$ cat src/rtl/multicyc_cu_pkg.sv
// Shared definitions for the multicycle MIPS control unit: opcodes, ALU ops, mux selects, states, control word.
// Latency: n/a (types and constants only).
// Backpressure: n/a. Optional build macro MULTICYC_ILLEGAL_TRAP_EN adds the TRAP state.
package multicyc_cu_pkg;

    // Instruction opcodes (Instr[31:26])
    localparam logic [5:0] OP_RR    = 6'b000000;
    localparam logic [5:0] OP_J     = 6'b000010;
    localparam logic [5:0] OP_BEQ   = 6'b000100;
    localparam logic [5:0] OP_ADDI  = 6'b001000;
    localparam logic [5:0] OP_ADDIU = 6'b001001;
    localparam logic [5:0] OP_LW    = 6'b100011;
    localparam logic [5:0] OP_SW    = 6'b101011;

    // ALU operation encodings
    localparam logic [3:0] ALUOP_ADD  = 4'b0010;
    localparam logic [3:0] ALUOP_ADDU = 4'b0011;
    localparam logic [3:0] ALUOP_SUB  = 4'b0110;
    localparam logic [3:0] ALUOP_RR   = 4'b1111;

    // Datapath select values
    localparam logic       WR_RT        = 1'b0;
    localparam logic       WR_RD        = 1'b1;
    localparam logic       ALU_DATA     = 1'b0;
    localparam logic       MEM_DATA     = 1'b1;
    localparam logic       IORD_PC      = 1'b0;
    localparam logic       IORD_ALUOUT  = 1'b1;
    localparam logic       SRCA_PC      = 1'b0;
    localparam logic       SRCA_REG     = 1'b1;
    localparam logic [1:0] SRCB_REG     = 2'd0;
    localparam logic [1:0] SRCB_FOUR    = 2'd1;
    localparam logic [1:0] SRCB_IMM     = 2'd2;
    localparam logic [1:0] SRCB_IMM_SH2 = 2'd3;
    localparam logic [1:0] PCSRC_ALU    = 2'd0;
    localparam logic [1:0] PCSRC_ALUOUT = 2'd1;
    localparam logic [1:0] PCSRC_JUMP   = 2'd2;

    typedef enum logic [3:0] {
        S_FETCH  = 4'd0,
        S_DECODE = 4'd1,
        S_MEMADR = 4'd2,
        S_MEMRD  = 4'd3,
        S_MEMWB  = 4'd4,
        S_MEMWR  = 4'd5,
        S_EXEC_R = 4'd6,
        S_RWB    = 4'd7,
        S_BRANCH = 4'd8,
        S_IEXEC  = 4'd9,
        S_IWB    = 4'd10,
`ifdef MULTICYC_ILLEGAL_TRAP_EN
        S_JUMP   = 4'd11,
        S_TRAP   = 4'd12
`else
        S_JUMP   = 4'd11
`endif
    } state_t;

    typedef struct packed {
        logic       pc_we;
        logic       ir_we;
        logic       iord;
        logic       mem_rd;
        logic       mem_we;
        logic       reg_we;
        logic       wreg_dst_sel;
        logic       wrbck_data_sel;
        logic       alu_srca_sel;
        logic [1:0] alu_srcb_sel;
        logic [1:0] pc_src_sel;
        logic       is_beq;
        logic [3:0] aluop;
        logic       instr_done;
        logic       illegal;
    } ctrl_t;

    function automatic logic op_is_legal(input logic [5:0] op);
        case (op)
            OP_RR, OP_J, OP_BEQ, OP_ADDI, OP_ADDIU, OP_LW, OP_SW: return 1'b1;
            default: return 1'b0;
        endcase
    endfunction

endpackage

$ cat src/rtl/multicyc_cu_outdec.sv
// Combinational state/opcode to control-word decode for the multicycle control unit.
// Latency: 0 cycles (pure combinational).
// Backpressure: fetch enables and store completion follow the qualified memory-ready input.
module multicyc_cu_outdec
    import multicyc_cu_pkg::*;
(
    input  state_t     state,
    input  logic [5:0] opcode,
    input  logic       mem_ok,
    output ctrl_t      ctrl
);

    // Decode the control word; everything not named for a state stays 0, ALU defaults to ADD
    always_comb begin
        ctrl       = '0;
        ctrl.aluop = ALUOP_ADD;
        case (state)
            S_FETCH: begin
                ctrl.iord         = IORD_PC;
                ctrl.mem_rd       = 1'b1;
                ctrl.alu_srca_sel = SRCA_PC;
                ctrl.alu_srcb_sel = SRCB_FOUR;
                ctrl.pc_src_sel   = PCSRC_ALU;
                ctrl.ir_we        = mem_ok;
                ctrl.pc_we        = mem_ok;
            end
            S_DECODE: begin
                // Branch target is computed speculatively into ALUOut here
                ctrl.alu_srca_sel = SRCA_PC;
                ctrl.alu_srcb_sel = SRCB_IMM_SH2;
`ifndef MULTICYC_ILLEGAL_TRAP_EN
                // Unknown opcodes retire here as a NOP
                ctrl.instr_done   = !op_is_legal(opcode);
`endif
            end
            S_MEMADR: begin
                ctrl.alu_srca_sel = SRCA_REG;
                ctrl.alu_srcb_sel = SRCB_IMM;
            end
            S_MEMRD: begin
                ctrl.iord   = IORD_ALUOUT;
                ctrl.mem_rd = 1'b1;
            end
            S_MEMWB: begin
                ctrl.reg_we         = 1'b1;
                ctrl.wreg_dst_sel   = WR_RT;
                ctrl.wrbck_data_sel = MEM_DATA;
                ctrl.instr_done     = 1'b1;
            end
            S_MEMWR: begin
                ctrl.iord       = IORD_ALUOUT;
                ctrl.mem_we     = 1'b1;
                ctrl.instr_done = mem_ok;
            end
            S_EXEC_R: begin
                ctrl.alu_srca_sel = SRCA_REG;
                ctrl.alu_srcb_sel = SRCB_REG;
                ctrl.aluop        = ALUOP_RR;
            end
            S_RWB: begin
                ctrl.reg_we         = 1'b1;
                ctrl.wreg_dst_sel   = WR_RD;
                ctrl.wrbck_data_sel = ALU_DATA;
                ctrl.instr_done     = 1'b1;
            end
            S_BRANCH: begin
                ctrl.alu_srca_sel = SRCA_REG;
                ctrl.alu_srcb_sel = SRCB_REG;
                ctrl.aluop        = ALUOP_SUB;
                ctrl.is_beq       = 1'b1;
                ctrl.pc_src_sel   = PCSRC_ALUOUT;
                ctrl.instr_done   = 1'b1;
            end
            S_IEXEC: begin
                ctrl.alu_srca_sel = SRCA_REG;
                ctrl.alu_srcb_sel = SRCB_IMM;
                ctrl.aluop        = (opcode == OP_ADDIU) ? ALUOP_ADDU : ALUOP_ADD;
            end
            S_IWB: begin
                ctrl.reg_we         = 1'b1;
                ctrl.wreg_dst_sel   = WR_RT;
                ctrl.wrbck_data_sel = ALU_DATA;
                ctrl.instr_done     = 1'b1;
            end
            S_JUMP: begin
                ctrl.pc_we      = 1'b1;
                ctrl.pc_src_sel = PCSRC_JUMP;
                ctrl.instr_done = 1'b1;
            end
`ifdef MULTICYC_ILLEGAL_TRAP_EN
            S_TRAP: begin
                ctrl.illegal = 1'b1;
            end
`endif
            default: ;
        endcase
    end

endmodule

$ cat src/rtl/multicyc_cu.sv
// Moore control unit for the multicycle MIPS datapath (shared instruction/data memory port).
// Latency: 3 to 5 cycles per instruction plus one per memory wait cycle; MULTICYC_ILLEGAL_TRAP_EN enables TRAP.
// Backpressure: FETCH, MEMRD and MEMWR hold while mem_ready is low (ignored when MEM_HANDSHAKE = 0).
module multicyc_cu
    import multicyc_cu_pkg::*;
#(
    parameter int MEM_HANDSHAKE = 1
) (
    input  logic       clk,
    input  logic       rst_n,
    input  logic [5:0] opcode,
    input  logic       mem_ready,
    output logic       pc_we,
    output logic       ir_we,
    output logic       iord,
    output logic       mem_rd,
    output logic       mem_we,
    output logic       reg_we,
    output logic       wreg_dst_sel,
    output logic       wrbck_data_sel,
    output logic       alu_srca_sel,
    output logic [1:0] alu_srcb_sel,
    output logic [1:0] pc_src_sel,
    output logic       is_beq,
    output logic [3:0] aluop,
    output logic       instr_done,
    output logic       illegal
);

    state_t state;
    ctrl_t  ctrl;
    logic   mem_ok;

    assign mem_ok = (MEM_HANDSHAKE == 0) ? 1'b1 : mem_ready;

    // State register and next-state sequencing; unknown encodings fall back to FETCH
    always_ff @(posedge clk) begin
        if (!rst_n) begin
            state <= S_FETCH;
        end else begin
            case (state)
                S_FETCH:  state <= mem_ok ? S_DECODE : S_FETCH;
                S_DECODE: begin
                    case (opcode)
                        OP_LW, OP_SW:      state <= S_MEMADR;
                        OP_RR:             state <= S_EXEC_R;
                        OP_BEQ:            state <= S_BRANCH;
                        OP_J:              state <= S_JUMP;
                        OP_ADDI, OP_ADDIU: state <= S_IEXEC;
`ifdef MULTICYC_ILLEGAL_TRAP_EN
                        default:           state <= S_TRAP;
`else
                        default:           state <= S_FETCH;
`endif
                    endcase
                end
                S_MEMADR: state <= (opcode == OP_LW) ? S_MEMRD : S_MEMWR;
                S_MEMRD:  state <= mem_ok ? S_MEMWB : S_MEMRD;
                S_MEMWB:  state <= S_FETCH;
                S_MEMWR:  state <= mem_ok ? S_FETCH : S_MEMWR;
                S_EXEC_R: state <= S_RWB;
                S_RWB:    state <= S_FETCH;
                S_BRANCH: state <= S_FETCH;
                S_IEXEC:  state <= S_IWB;
                S_IWB:    state <= S_FETCH;
                S_JUMP:   state <= S_FETCH;
`ifdef MULTICYC_ILLEGAL_TRAP_EN
                S_TRAP:   state <= S_TRAP;
`endif
                default:  state <= S_FETCH;
            endcase
        end
    end

    multicyc_cu_outdec u_outdec (
        .state  (state),
        .opcode (opcode),
        .mem_ok (mem_ok),
        .ctrl   (ctrl)
    );

    // Strobes are squashed while reset is held so an abandoned instruction cannot write anything
    assign pc_we          = ctrl.pc_we      & rst_n;
    assign ir_we          = ctrl.ir_we      & rst_n;
    assign mem_rd         = ctrl.mem_rd     & rst_n;
    assign mem_we         = ctrl.mem_we     & rst_n;
    assign reg_we         = ctrl.reg_we     & rst_n;
    assign instr_done     = ctrl.instr_done & rst_n;
    assign illegal        = ctrl.illegal    & rst_n;
    assign iord           = ctrl.iord;
    assign wreg_dst_sel   = ctrl.wreg_dst_sel;
    assign wrbck_data_sel = ctrl.wrbck_data_sel;
    assign alu_srca_sel   = ctrl.alu_srca_sel;
    assign alu_srcb_sel   = ctrl.alu_srcb_sel;
    assign pc_src_sel     = ctrl.pc_src_sel;
    assign is_beq         = ctrl.is_beq;
    assign aluop          = ctrl.aluop;

endmodule

$ cat config.mk
export PLATFORM = sky130hd
export DESIGN_NAME = multicyc_cu
export DESIGN_NICKNAME = d
export VERILOG_FILES = /design/src/rtl/multicyc_cu_pkg.sv /design/src/rtl/multicyc_cu_outdec.sv /design/src/rtl/multicyc_cu.sv
export SDC_FILE = /design/constraint.sdc
export NUM_CORES = 1
export LEC_CHECK = 0
export CAP_MARGIN = 25
export CORE_AREA = 8 8 47 49
export DETAILED_ROUTE_END_ITERATION = 6
export DIE_AREA = 0 0 55 57
export PLACE_DENSITY = 0.79
export SLEW_MARGIN = 10
export SYNTH_ARGS = -nofsm -noshare
export SYNTH_HDL_FRONTEND = slang
export SYNTH_SLANG_ARGS = --single-unit
$ cat constraint.sdc
create_clock -name clk -period 2.4 [get_ports clk]
set_input_delay 0.48 -clock clk [delete_from_list [all_inputs] [get_ports clk]]
set_output_delay 0.48 -clock clk [all_outputs]
set_load 0.03 [all_outputs]
==> impl_metrics.csv, run 1 <==
group,metric,value,unit
sta,clock.fmax,0.434,GHz
route,drtIter0Drc,21,
sta,finalSetupViolCount,0,
synth,synth.area.mux_share,6.87,%
critical_path,worstSetupPathType,"in -> out",
route,vias,782,
global_routing,grt_pass1_vias,710,
route,totalWireLength,1960,µm
cells_and_area,drive_above_1_share,25.6,%
synth,synth_top_family_by_area,"simple AND/OR/NAND/NOR gates",
global_routing,grt_pass1_wl,3150,µm
cells_and_area,largest_reg_flops,4,
synth,ys_types,38,
floorplanning,rows,15,
critical_path,cp.required,1920,ps
global_routing,grt_start_max_net_pins,15,
clock_tree,cts-buffers-inserted,3,
synth,ys_seq_elements,4,
placed_design,portBuffers,26,
synth,syn_area_per_cell,6.86,µm²
synth,synth_top_area_share,13.7,%
synth,synthTopCellsByArea,"dfxtp_1 14%, mux2i_1 6.9%, a21oi_1 6.0%, nor2_1 5.2%, nand2b_1 4.3%",
power,power.leakage,0.515,nW
worst_hold_path,holdCritPathClass,"reg -> reg",
global_routing,groute.usage.overall,12.5,%
placed_design,dpl.hpwl,1630,µm
synth,synthAdderAreaFrac,0,%
floorplanning,die_w,55,µm
route,routed-wl-met3,174,µm
cells_and_area,regMostFlops,"state",
clock_tree,clock_latency,230,ps
synth,synth_warnings,0,
cells_and_area,nets,136,
floorplanning,die_h,57,µm
sta,fin_crit,2310,ps
cells_and_area,final_cells,142,
critical_path,critPathLaunchType,"primary input",
synth,async_flop_share,0,%
critical_path,regToRegStartpoint,"state[1]",
cells_and_area,area_growth,70.0,%
critical_path,endpoint_kind,"output pin",
power,p_per_area,256,mW/mm²
global_routing,grt-ovfl-total,0,
route,firstDrtPassIters,4,
clock_tree,cts_max_level,1,
synth,yosysTopAreaCell,"dfxtp_1",
worst_hold_path,min_delay_path_depth,3,
flow_run,maxCapViolations,0,
synth,syn_area,583,µm²
route,drt-vias-per-instance,5.51,
clock_tree,cts_tree,"done",
critical_path,r2r_slack,950,ps
cells_and_area,antenna_cells,0,
route,wl_met2,952,µm
placed_design,dp_cells,139,
clock_tree,post-cts-setup-buffer-count,0,
cells_and_area,final_cell_mix,"24 x buf_4, 11 x clkdlybuf4s50_1, 8 x dlymetal6s2s_1, 7 x a21oi_1, 7 x nor2_1",
floorplanning,start_util,37.0,%
critical_path,cp_data_arrival_time,1830,ps
power,vdd_drop_max,0.189,mV
route,ant_nets,0,
synth,synth_top_flop_cell,"dfxtp_1",
synth,syn-instance-count,85,
route,drc_errors,0,
synth,yosys.area_share.simple,39.9,%
sta,skew,0.879,ps
floorplanning,ioPinCount,29,
synth,synth_seq_area_share,13.7,%
sta,post-route-period-util,96.1,%
worst_hold_path,hold_path.startpoint,"state[0]",
clock_tree,clk_pin_slew,40,ps
route,wl_met1,818,µm
clock_tree,cts_sinks,4,
floorplanning,core_area,0.00158,mm²
critical_path,ff2ff_path_depth,6,
synth,synth_xor_area_share,1.50,%
route,top_layer_used,"met4",
global_routing,grt_antenna_before_repair,0,
critical_path,r2r_end,"state[3]",
sta,drv_slew,0,
route,wire_per_inst,13.8,µm
synth,synth-compound-area-share,26.8,%
power,fin_total_pwr,0.000254,W
clock_tree,cts_root_buf,"clkbuf_4",
synth,syn_nets,94,
cells_and_area,final_common_cell,"buf_4",
clock_tree,hold_buffers,0,
run_status,outcome,"finished, final reports clean",
sta,hold_viol,0,
worst_hold_path,hold_end,"state[2]",
placed_design,routabilityCongestion,0.861,
cells_and_area,top_regs,"state (4)",
floorplanning,dieArea,0.00314,mm²
clock_tree,cts_buffer_depth,2,
critical_path,cp_max_fo,4,
synth,synth_edf_count,0,
[power by group]
part	internal [W]	total, W	switching (W)
registers	0.0000684	0.0000706	0.00000220
clock network	0.0000558	0.0000807	0.0000249
logic	0.0000488	0.000102	0.0000537
total	0.000173	0.000254	0.0000808
[cell type report]
type                            instances  area (µm²)
Tap cell                               17        21.3
Fill cell                             140         586
Timing Repair Buffer                   44         395
Sequential cell                         4        80.1
Inverter                                4        15.0
Multi-Input combinational cell         70         457
Clock buffer                            3        22.5
[synthesized netlist by cell type, types with 3 or more instances]
master,n
nor2_1,8
a21oi_1,7
nand3_1,5
nor3_1,5
buf_2,4
dfxtp_1,4
inv_1,4
mux2i_1,4
nand2b_1,4
a21o_1,3
buf_4,3
nand2_1,3
[metrics by stage]
stage               util, %  worst slack, ps  hold slack (ps)  instance area (µm²)  TNS (ps)
floorplan                 -              181              637                  583         0
global placement       59.8             -363              724                  942      -363
detailed placement     59.8             -425              723                  942      -425
CTS                    60.9             9.43              729                  960         0
global route           62.9            -20.6              790                  991     -20.6
finish                 62.9             93.6              749                  991         0
[critical path: stages]
cell	delay, ps
clkdlybuf4s50_1	480
nor2_2	130
nand3_1	110
buf_4	140
o32ai_1	280
buf_4	220
[cell families after synthesis]
kind of cell,after synthesis
mux,4
other cells,2
xor+xnor,1
buf+inv,11
simple gates,40
flops,4
compound gates,23
[worst max-delay path by stage]
| stage | startpoint | to | slack, ps | cells after the start |
|---|---|---|---|---|
| floorplan | state[2] | reg_we | 180 | 4 |
| CTS | opcode[3] | aluop[0] | 9 | 6 |
| global placement | opcode[0] | instr_done | -360 | 5 |
| global route | opcode[5] | instr_done | -20 | 6 |
| finish | opcode[4] | aluop[0] | 90 | 6 |
| detailed placement | opcode[0] | instr_done | -420 | 5 |
[per-layer routing]
metal	up-vias	track usage [%]
met5	-	0
met4	0	5.15
met3	2	2.08
met2	38	21.1
met1	350	14.8
li1	392	-
[repair_timing]
action                                  4_1_cts  5_1_grt
cloned                                        0        0
gates resized for setup                       6       10
endpoints found under the setup margin        1        6
Power figures use the tool's default switching activity.
==> run 2, diff against run 1 <==
CAP_MARGIN = 20   (was 25)
PLACE_DENSITY = 0.85   (was 0.79)
==> run 2 against run 1 <==
Against the previous run: sequential share of layout area grew 0.35 points; core utilization shrank 0.71 points; clock power barely moved; total power is 0.81% lower; largest cell class unchanged; global-route usage about the same; non-clock buffer count stayed put; worst hold slack worse by 90 ps; largest power group unchanged; critical endpoint is now instr_done.
==> impl_metrics.csv, run 2 (synthesis gave the netlist of run 1 again) <==
group,metric,value,unit
floorplanning,start_util,37.0,%
route,drtIter0Drc,11,
power,vdd_drop_max,0.156,mV
clock_tree,cts_root_buf,"clkbuf_4",
cells_and_area,final_common_cell,"buf_4",
cells_and_area,nets,136,
global_routing,grt-ovfl-total,0,
critical_path,critPathLaunchType,"primary input",
cells_and_area,antenna_cells,0,
global_routing,grt_pass1_vias,766,
cells_and_area,final_cell_mix,"24 x buf_4, 9 x clkdlybuf4s50_1, 8 x nor2_1, 7 x a21oi_1, 6 x dlymetal6s2s_1",
placed_design,routabilityCongestion,0.912,
cells_and_area,area_growth,68.0,%
route,drt-vias-per-instance,5.44,
sta,post-route-period-util,99.2,%
floorplanning,die_w,55,µm
placed_design,post_dp_cell_area,942,µm²
worst_hold_path,holdCritPathClass,"reg -> reg",
cells_and_area,final_cells,142,
placed_design,portBuffers,26,
clock_tree,cts-buffers-inserted,3,
route,wire_per_inst,14.0,µm
sta,rsz0062_at_grt,"true",
critical_path,endpoint_kind,"output pin",
sta,hold_viol,0,
global_routing,grt_use_met1,14.4,%
critical_path,cp.required,1920,ps
placed_design,dp_cells,139,
cells_and_area,regMostFlops,"state",
critical_path,cp_max_fo,4,
clock_tree,cts_buffer_depth,2,
global_routing,grt_pass1_wl,3110,µm
floorplanning,core_area,0.00158,mm²
route,totalWireLength,1990,µm
global_routing,grt.busiest_layer,"met2",
route,firstDrtPassIters,4,
critical_path,cp_data_arrival_time,1900,ps
global_routing,grt_start_max_net_pins,13,
sta,fin_crit,2380,ps
placed_design,dpl.hpwl,1610,µm
sta,clock.fmax,0.420,GHz
sta,skew,3.67,ps
route,ant_nets,0,
clock_tree,cts_sinks,4,
clock_tree,clock_latency,230,ps
flow_run,maxCapViolations,0,
power,power.leakage,0.502,nW
cells_and_area,drive_above_1_share,27.2,%
cells_and_area,fin_area,980,µm²
clock_tree,post-cts-setup-buffer-count,0,
sta,finalSetupViolCount,0,
route,drc_errors,0,
critical_path,worstSetupPathType,"in -> out",
floorplanning,die_h,57,µm
global_routing,groute.usage.overall,12.6,%
floorplanning,ioPinCount,29,
power,p_per_area,257,mW/mm²
clock_tree,clk_pin_slew,40,ps
sta,drv_slew,0,
cells_and_area,largest_reg_flops,4,
run_status,outcome,"finished, final reports clean",
global_routing,use_met3,2.60,%
clock_tree,cts_max_level,1,
floorplanning,rows,15,
clock_tree,cts_tree,"done",
floorplanning,dieArea,0.00314,mm²
route,vias,772,
cells_and_area,top_regs,"state (4)",
global_routing,grt_use_met2,19.9,%
global_routing,grt_antenna_before_repair,0,
==> run 2: cell types whose count changed in the layout (fill, tap and decap cells not counted) <==
| cell | delta |
|---|---|
| clkdlybuf4s50_1 | -2 |
| dfxtp_1 | -2 |
| dfxtp_2 | +2 |
| dlygate4sd2_1 | +4 |
| dlymetal6s2s_1 | -2 |
| nor2_1 | +1 |
| nor2_2 | -1 |
| nor4_2 | +1 |
| nor4_4 | -1 |
| o32ai_1 | -1 |
| o32ai_2 | +1 |
==> run 2: metal layers <==
metal	vias to the layer above	part of all wire [%]
li1	391	-
met1	345	39
met2	30	46
met3	6	12
met4	0	2.4
met5	-	0
==> run 2: final timing paths <==
path / startpoint / end / slack [ps] / cells past startpoint
worst max-delay path: opcode[0] / instr_done / 20 / 6
worst min-delay path: state[2] / state[1] / 660 / 2
worst max register to register: state[0] / state[0] / 940 / 5
worst min register to register: state[2] / state[1] / 660 / 2
==> run 2: worst max-delay path: stages <==
cell	delay, ps
clkdlybuf4s50_1	480
nor4_2	340
nand3b_1	160
o311ai_1	130
o22ai_1	120
buf_2	190
==> run 2: where the power goes <==
part           internal, W  total [W]  switching, W
Sequential       0.0000687  0.0000727    0.00000401
Clock            0.0000557  0.0000806     0.0000249
Combinational    0.0000474  0.0000984     0.0000510
==> run 2: layout make-up <==
| type | count | area [µm²] |
|---|---|---|
| well taps | 17 | 21.3 |
| clock buffers | 3 | 22.5 |
| flip-flops and latches | 4 | 82.6 |
| repair buffers | 44 | 385 |
| fillers | 135 | 597 |
| inverters | 4 | 15.0 |
| multi-input cells | 70 | 453 |
==> run 2: per-stage QoR <==
step	hold WS (ps)	setup slack (ps)	total power [W]	setup TNS, ps	utilization (%)
2_1_floorplan	637	181	0.000121	0	-
3_3_place_gp	694	-368	0.000171	-368	59.8
3_5_place_dp	720	-504	0.000172	-504	59.8
4_1_cts	724	-102	0.000258	-102	61.0
5_1_grt	683	-19.4	0.000272	-19.4	62.1
6_report	659	19.6	0.000252	0	62.1
==> run 2: timing repair <==
action,CTS,global route
hold buffers,0,0
resized for setup,8,11
endpoints found under the setup margin,5,8
cloned,0,0
==> run 3, diff against run 2 <==
CORE_AREA = 8 8 45 47   (was 8 8 47 49)
CTS_CLUSTER_SIZE = 30   (was unset)
DIE_AREA = 0 0 53 55   (was 0 0 55 57)
DONT_BUFFER_PORTS = 1   (was unset)
PLACE_DENSITY = 0.64   (was 0.85)
==> run 3 against run 2 <==
Against the previous run: clock-buffer cell count did not move; routed wire length fell by 16%; global-route usage fell by 0.88 points; setup slack improved by 240 ps; flip-flop and latch count did not move; register-to-register slack got worse by 170 ps; cell count fell by 21%; die area fell by 7.0%; total power fell by 17%; highest routed layer unchanged.
==> impl_metrics.csv, run 3 (synthesis gave the netlist of run 1 again) <==
group,metric,value,unit
placed_design,post_dp_cell_area,691,µm²
clock_tree,cts_buffer_depth,2,
clock_tree,cts_sinks,4,
floorplanning,ioPinCount,29,
cells_and_area,top_regs,"state (4)",
sta,fin_ws,260,ps
cells_and_area,final_common_cell,"buf_4",
clock_tree,cts_root_buf,"clkbuf_4",
clock_tree,cts_tree,"done",
critical_path,critPathLaunchType,"flip-flop",
power,fin_total_pwr,0.000209,W
placed_design,dpl.hpwl,1370,µm
sta,clock.fmax,0.467,GHz
cells_and_area,final_cell_mix,"14 x buf_4, 8 x nor2_1, 7 x a21oi_1, 5 x nand3_1",
flow_run,maxCapViolations,0,
sta,fin_setup_tns,0,ps
floorplanning,core_area,0.00138,mm²
sta,post-route-period-util,89.2,%
route,drc_errors,0,
sta,drv_slew,0,
global_routing,grt-ovfl-total,0,
global_routing,grt_start_max_net_pins,13,
worst_hold_path,holdCritPathClass,"in -> reg",
cells_and_area,fin_area,714,µm²
sta,skew,1.14,ps
route,drtIter0Drc,29,
route,wire_per_inst,15.0,µm
sta,hold_viol,0,
power,power.leakage,0.294,nW
global_routing,groute.usage.overall,11.7,%
clock_tree,clock_latency,230,ps
global_routing,grt_pass1_wl,2660,µm
route,ant_nets,0,
critical_path,cp.required,1920,ps
cells_and_area,regMostFlops,"state",
route,totalWireLength,1680,µm
cells_and_area,fill_cells,130,
power,p_per_area,293,mW/mm²
cells_and_area,drive_above_1_share,24.0,%
critical_path,worstSetupPathType,"reg -> out",
floorplanning,start_util,42.1,%
clock_tree,cts-buffers-inserted,3,
floorplanning,die_h,55,µm
cells_and_area,antenna_cells,0,
floorplanning,rows,14,
placed_design,place_ws,480,ps
critical_path,endpoint_kind,"output pin",
floorplanning,dieArea,0.00292,mm²
clock_tree,hold_buffers,0,
critical_path,cp_max_fo,12,
power,vdd_drop_max,0.301,mV
global_routing,grt_antenna_before_repair,0,
critical_path,slowest_stage,"dfxtp_1",
global_routing,grt_pass1_vias,593,
clock_tree,cts_max_level,1,
clock_tree,clk_pin_slew,30,ps
floorplanning,die_w,53,µm
cells_and_area,largest_reg_flops,4,
sta,fin_crit,2140,ps
sta,finalSetupViolCount,0,
cells_and_area,nets,107,
critical_path,crit_chain,"nand2b_1 > mux2i_1 > a21o_1 > and2_1 > buf_12",
route,drt-vias-per-instance,5.79,
critical_path,cp_data_arrival_time,1660,ps
placed_design,portBuffers,0,
run_status,outcome,"finished, final reports clean",
placed_design,routabilityCongestion,0.868,
route,vias,648,
route,firstDrtPassIters,4,
cells_and_area,area_growth,22.5,%
critical_path,cp_slowest_stage_delay,560,ps
sta,rsz0062_at_grt,"false",
run 3: worst paths after layout:
| check | start | to | slack, ps | cells past startpoint |
|---|---|---|---|---|
| setup / recovery | state[3] | reg_we | 260 | 5 |
| hold / removal | opcode[5] | state[3] | 470 | 2 |
| setup reg to reg | state[0] | state[0] | 770 | 4 |
| hold reg to reg | state[2] | state[1] | 660 | 2 |
run 3: critical path, delay by kind of cell (launching register included):
| kind | cells | cell delay [ps] |
|---|---|---|
| multiplexers | 1 | 110 |
| buffers and inverters | 1 | 140 |
| flip-flops | 1 | 560 |
| AO/OA/AOI/OAI | 1 | 190 |
| AND/OR/NAND/NOR | 2 | 430 |
run 3: where the power goes:
group          switching (W)  internal (W)   total, W
Clock              0.0000245     0.0000557  0.0000803
Sequential        0.00000460     0.0000684  0.0000730
Combinational      0.0000362     0.0000196  0.0000559
Total              0.0000654      0.000144   0.000209
run 3: layer usage:
metal	global-route usage (%)	vias to the layer above	routed length [µm]
met2	20.7	34	809
li1	-	333	-
met3	4.28	2	213
met5	0	-	0
met1	12.6	279	637
met4	3.88	0	16
run 3: area by class of cell:
type | instances | area [µm²] | share of cell area, %
Multi-Input combinational cell | 70 | 450 | 63.0
Timing Repair Buffer | 15 | 125 | 17.5
Sequential cell | 4 | 81.3 | 11.4
Clock buffer | 3 | 22.5 | 3.15
Tap cell | 16 | 20.0 | 2.80
Inverter | 4 | 15.0 | 2.10
run 3: through the flow:
step	utilization (%)	std cells	hold WS, ps
after floorplan	-	85	637
after global placement	49.9	109	707
after detailed placement	49.9	109	717
after CTS	51.5	112	473
after global routing	51.6	112	465
final	51.6	112	472
run 3: repair_timing:
item	CTS	global route
gates resized for setup	0	1
endpoints found under the hold margin	0	0
buffers inserted	0	0
endpoints found under the setup margin	0	1
